[src/rtl/int_flag_ctrl.sv]
// int_flag_ctrl: RAT CPU interrupt request detect/hold, interrupt-enable flag and C/Z shadows.
// Optional `INT_SYNC_EN adds a two-flop synchronizer on INTR ahead of the edge detector.
module int_flag_ctrl (
    input  logic clk,
    input  logic RST,
    input  logic INTR,
    input  logic I_SET,
    input  logic I_CLEAR,
    input  logic INT_ACK,
    input  logic RETI,
    input  logic RETI_IE,
    input  logic C_FLAG,
    input  logic Z_FLAG,
    output logic INT_REQ,
    output logic I_FLAG,
    output logic SHAD_C,
    output logic SHAD_Z,
    output logic FLG_SHAD_LD
);

    typedef enum logic [1:0] {StIdle, StPend, StService} state_e;

    state_e state_q, state_d;
    logic   late_pend_q, late_pend_d;
    logic   i_flag_q, i_flag_d;
    logic   shad_c_q, shad_z_q;
    logic   prev_q;
    logic   intr_edge;
    logic   ack_ok;

`ifdef INT_SYNC_EN
    logic sync1_q, sync2_q;

    always_ff @(posedge clk) begin
        if (RST) begin
            sync1_q <= 1'b0;
            sync2_q <= 1'b0;
            prev_q  <= 1'b0;
        end else begin
            sync1_q <= INTR;
            sync2_q <= sync1_q;
            prev_q  <= sync2_q;
        end
    end

    assign intr_edge = sync2_q & ~prev_q;
`else
    always_ff @(posedge clk) begin
        if (RST) begin
            prev_q <= 1'b0;
        end else begin
            prev_q <= INTR;
        end
    end

    assign intr_edge = INTR & ~prev_q;
`endif

    assign INT_REQ     = (state_q == StPend) & i_flag_q;
    // RETI in the same cycle blocks the acknowledge so return always wins
    assign ack_ok      = INT_ACK & INT_REQ & ~RETI;
    assign FLG_SHAD_LD = RETI;
    assign I_FLAG      = i_flag_q;
    assign SHAD_C      = shad_c_q;
    assign SHAD_Z      = shad_z_q;

    always_comb begin
        state_d     = state_q;
        late_pend_d = late_pend_q;
        unique case (state_q)
            StIdle: begin
                if (intr_edge) state_d = StPend;
            end
            StPend: begin
                if (ack_ok) state_d = StService;
            end
            StService: begin
                if (RETI) begin
                    state_d     = (late_pend_q || intr_edge) ? StPend : StIdle;
                    late_pend_d = 1'b0;
                end else if (intr_edge) begin
                    late_pend_d = 1'b1;
                end
            end
            default: state_d = StIdle;
        endcase
    end

    always_comb begin
        i_flag_d = i_flag_q;
        if (ack_ok) begin
            i_flag_d = 1'b0;
        end else if (RETI) begin
            i_flag_d = RETI_IE;
        end else if (I_CLEAR) begin
            i_flag_d = 1'b0;
        end else if (I_SET) begin
            i_flag_d = 1'b1;
        end
    end

    always_ff @(posedge clk) begin
        if (RST) begin
            state_q     <= StIdle;
            late_pend_q <= 1'b0;
            i_flag_q    <= 1'b0;
            shad_c_q    <= 1'b0;
            shad_z_q    <= 1'b0;
        end else begin
            state_q     <= state_d;
            late_pend_q <= late_pend_d;
            i_flag_q    <= i_flag_d;
            if (ack_ok) begin
                shad_c_q <= C_FLAG;
                shad_z_q <= Z_FLAG;
            end
        end
    end

endmodule

[config.mk]
export PLATFORM = sky130hd
export DESIGN_NAME = int_flag_ctrl
export DESIGN_NICKNAME = d
export VERILOG_FILES = /design/src/rtl/int_flag_ctrl.sv
export SDC_FILE = /design/constraint.sdc
export NUM_CORES = 1
export LEC_CHECK = 0
export ABC_AREA = 1
export CORE_AREA = 5 5 42 44
export CTS_CLUSTER_DIAMETER = 150
export DETAILED_ROUTE_END_ITERATION = 8
export DIE_AREA = 0 0 47 49
export HOLD_SLACK_MARGIN = 0.03
export PLACE_DENSITY_LB_ADDON = 0.12
export SLEW_MARGIN = 20
export SYNTH_ARGS = -nofsm -noshare
export SYNTH_HDL_FRONTEND = slang
export SYNTH_SLANG_ARGS = --single-unit
[constraint.sdc]
create_clock -name clk -period 1.1 [get_ports clk]
set_input_delay 0.22 -clock clk [delete_from_list [all_inputs] [get_ports clk]]
set_output_delay 0.22 -clock clk [all_outputs]
set_load 0.01 [all_outputs]
==> results.tsv <==
stage	metric	value	unit
outcome	status	complete, no violations	
hold_path	cell depth of the worst hold path	5	
critical_path	CP max-delay cell	dfxtp_2	
final_layout	Ant. Diodes	0	
die	IO Pins	15	
critical_path	worst path cell trace	inv_2 -> nand3_2 -> inv_2 -> buf_6	
clock_tree	CTS tree	built	
final_layout	Storage cell area	144	µm²
critical_path	Arr. time, crit path	0.86	ns
place	Area after DPL	549	µm²
power	maximum vdd drop	0.000640	V
sta	Worst Tran Pin Value	0.168	ns
hold_path	Worst Hold End	late_pend_q	
clock_tree	clk buf depth	2	
sta	WHS	0.364	ns
power	Pwr Density	1060	nW/µm²
final_layout	design area	586	µm²
critical_path	delay of the slowest critical-path stage	0.32	ns
power	leakage	0.296	nW
sta	fin crit period	1.08	ns
sta	fmax	927	MHz
final_layout	layout cells sized above 1	34.2	%
clock_tree	CTS Root Cell	clkbuf_4	
die	Die W	47	µm
detailed_routing	DR DRC count	0	
die	die area	2300	µm²
yosys	Mean Syn Cell Area	6.73	µm²
yosys	Gate Count Post-Synth	50	
clock_tree	Worst-Skew Late Latency	0.25	ns
final_layout	area grow syn2layout	74.0	%
sta	Final Cycle Share	98.0	%
die	Die Height	49	µm
clock_tree	CTS Hold Buffers Added	0	
critical_path	Worst setup SP type	register	
critical_path	RR Endpoint	I_FLAG	
place	routability cong.	0.653	
critical_path	R2R depth	8	
detailed_routing	DR pass1 iterations	4	
hold_path	Worst Hold Class	input port to register	
global_routing	vias in the first global route	329	
global_routing	first-pass GRT wire length	1.30	mm
die	Core Area	1400	µm²
yosys	syn nets	60	
global_routing	GRT Util Overall	8.12	%
sta	total negative setup slack	0	ns
detailed_routing	via/cell ratio	4.13	
sta	Final Skew	0.000998	ns
detailed_routing	Antenna Nets Post-Route	0	
yosys	dominant cell type by area after synthesis	dfxtp_1	
clock_tree	CTS clock-pin slew for the worst setup and hold paths	0.05	ns
critical_path	Setup crit end kind	primary output	
critical_path	critical path type	register to primary output	
sta	Final setup viols	0	
clock_tree	H-tree depth	1	
sta	Final Worst Setup Slack	0.0217	ns
critical_path	R2R Path Start	state_q[1]	
die	FP Rows	14	
critical_path	reg2reg setup slack	0.10	ns
final_layout	most frequent cells in the layout	12 x nor2_1, 10 x nand2_1, 8 x clkdlybuf4s50_1, 8 x buf_4, 6 x inv_1	
global_routing	initial antenna violation count	0	
final_layout	final net count	87	
critical_path	Crit path required time	0.88	ns
place	dpl ws	-0.350	ns
detailed_routing	initial drt markers	5	
detailed_routing	detailed-route via count	380	
place	DP HPWL	603	µm
flow_run	Max Cap Viol	0	
sta	Hold Vio Cnt, Final	0	
final_layout	multi-input logic area	155	µm²
critical_path	Critical Path Fanout Max	2	
yosys	Synth cell types	13	
detailed_routing	final WL	742	µm
hold_path	beginning of the worst hold path	RETI	
sta	Worst slew margin	88.7	%
yosys	YS warnings	0	
clock_tree	clock sinks	7	
final_layout	Filler cells	156	
place	port bufs	14	
yosys	Synth Register Bits	7	
clock_tree	CTS Buf Count	3	
yosys	Mapped Area	337	µm²
global_routing	largest net degree at the start of global routing	6	
final_layout	most common cell after layout, fill and taps aside	nor2_1	
global_routing	grt ovf	0	
sta	RSZ-0062 raised after global routing	yes	
yosys	share of the synthesized area in the top cell type	41.6	%
yosys	top cells by area, synth	dfxtp_1 42%, nor2_1 13%, nand2_1 11%, inv_1 7.8%, o21ai_0 4.5%	
critical_path	cell repeated most along the worst path	inv_2	
sta	Max Slew Vio Count	0	
yosys	Seq/Total Area, Yosys	41.6	%
die	Initial Utilization	24.0	%
detailed_routing	WL per Instance	8.07	µm
==> synth_stat cells, drive strengths merged <==
cell type,n
nand2,12
dfxtp,7
nor2,13
a21oi,2
buf,1
o21ai,3
nand3,3
inv,9
==> where the power goes <==
part / switching, mW / internal, mW
logic: 0.0469 / 0.0704
registers: 0.00601 / 0.266
clock network: 0.0946 / 0.138
total: 0.148 / 0.475
==> per-layer routing <==
| layer | vias up | track usage (%) | wire length, µm |
|---|---|---|---|
| met4 | 0 | 2.76 | 8 |
| met1 | 164 | 9.51 | 307 |
| met3 | 2 | 6.64 | 89 |
| met2 | 13 | 10.9 | 336 |
| li1 | 201 | - | - |
| met5 | - | 0 | 0 |
==> repair_timing <==
action / CTS / global route
pin swaps: 0 / 1
gates resized for setup: 17 / 6
setup endpoints to repair: 5 / 4
buffers inserted: 0 / 1
==> stage by stage <==
stage,cells,power (mW),util [%]
floorplan,50,0.320,-
global placement,87,0.395,39.2
detailed placement,87,0.394,39.2
CTS,91,0.633,40.4
global route,92,0.684,41.8
finish,92,0.623,41.8
==> cells by family after synthesis <==
logic type             Yosys count  share of synthesized area [%]
AOI/OAI and AO/OA                5                           8.55
DFF                              7                           41.6
and+or+nand+nor                 28                           37.5
buffers and inverters           10                           12.3
==> worst max-delay path, delay by kind of cell (launching register included) <==
family        cells  cell delay (ns)
flops             1             0.32
buf+inv           3             0.21
simple gates      1             0.08
==> state kept, by name, summed over array words and instances (netlist names) <==
name	count
state_q	2
prev_q	1
I_FLAG	1
SHAD_C	1
SHAD_Z	1
late_pend_q	1
==> how the worst max path moves through the flow <==
stage | slack [ns] | cells after the start | end | startpoint
CTS | 0.005 | 4 | INT_REQ | state_q[1]
finish | 0.02 | 4 | INT_REQ | state_q[1]
global route | -0.03 | 4 | INT_REQ | state_q[1]
floorplan | 0.21 | 5 | state_q[0] | I_FLAG
detailed placement | -0.35 | 2 | FLG_SHAD_LD | RETI
global placement | -0.35 | 2 | FLG_SHAD_LD | RETI
==> cell type report <==
class / instances / area share [%]
inverter: 9 / 6.20
tap: 16 / 3.42
timing repair buffer: 23 / 34.8
clock buffer: 4 / 4.49
multi-input combinational: 33 / 26.5
sequential: 7 / 24.6
Note: power is estimated with default switching activity, not from simulation.
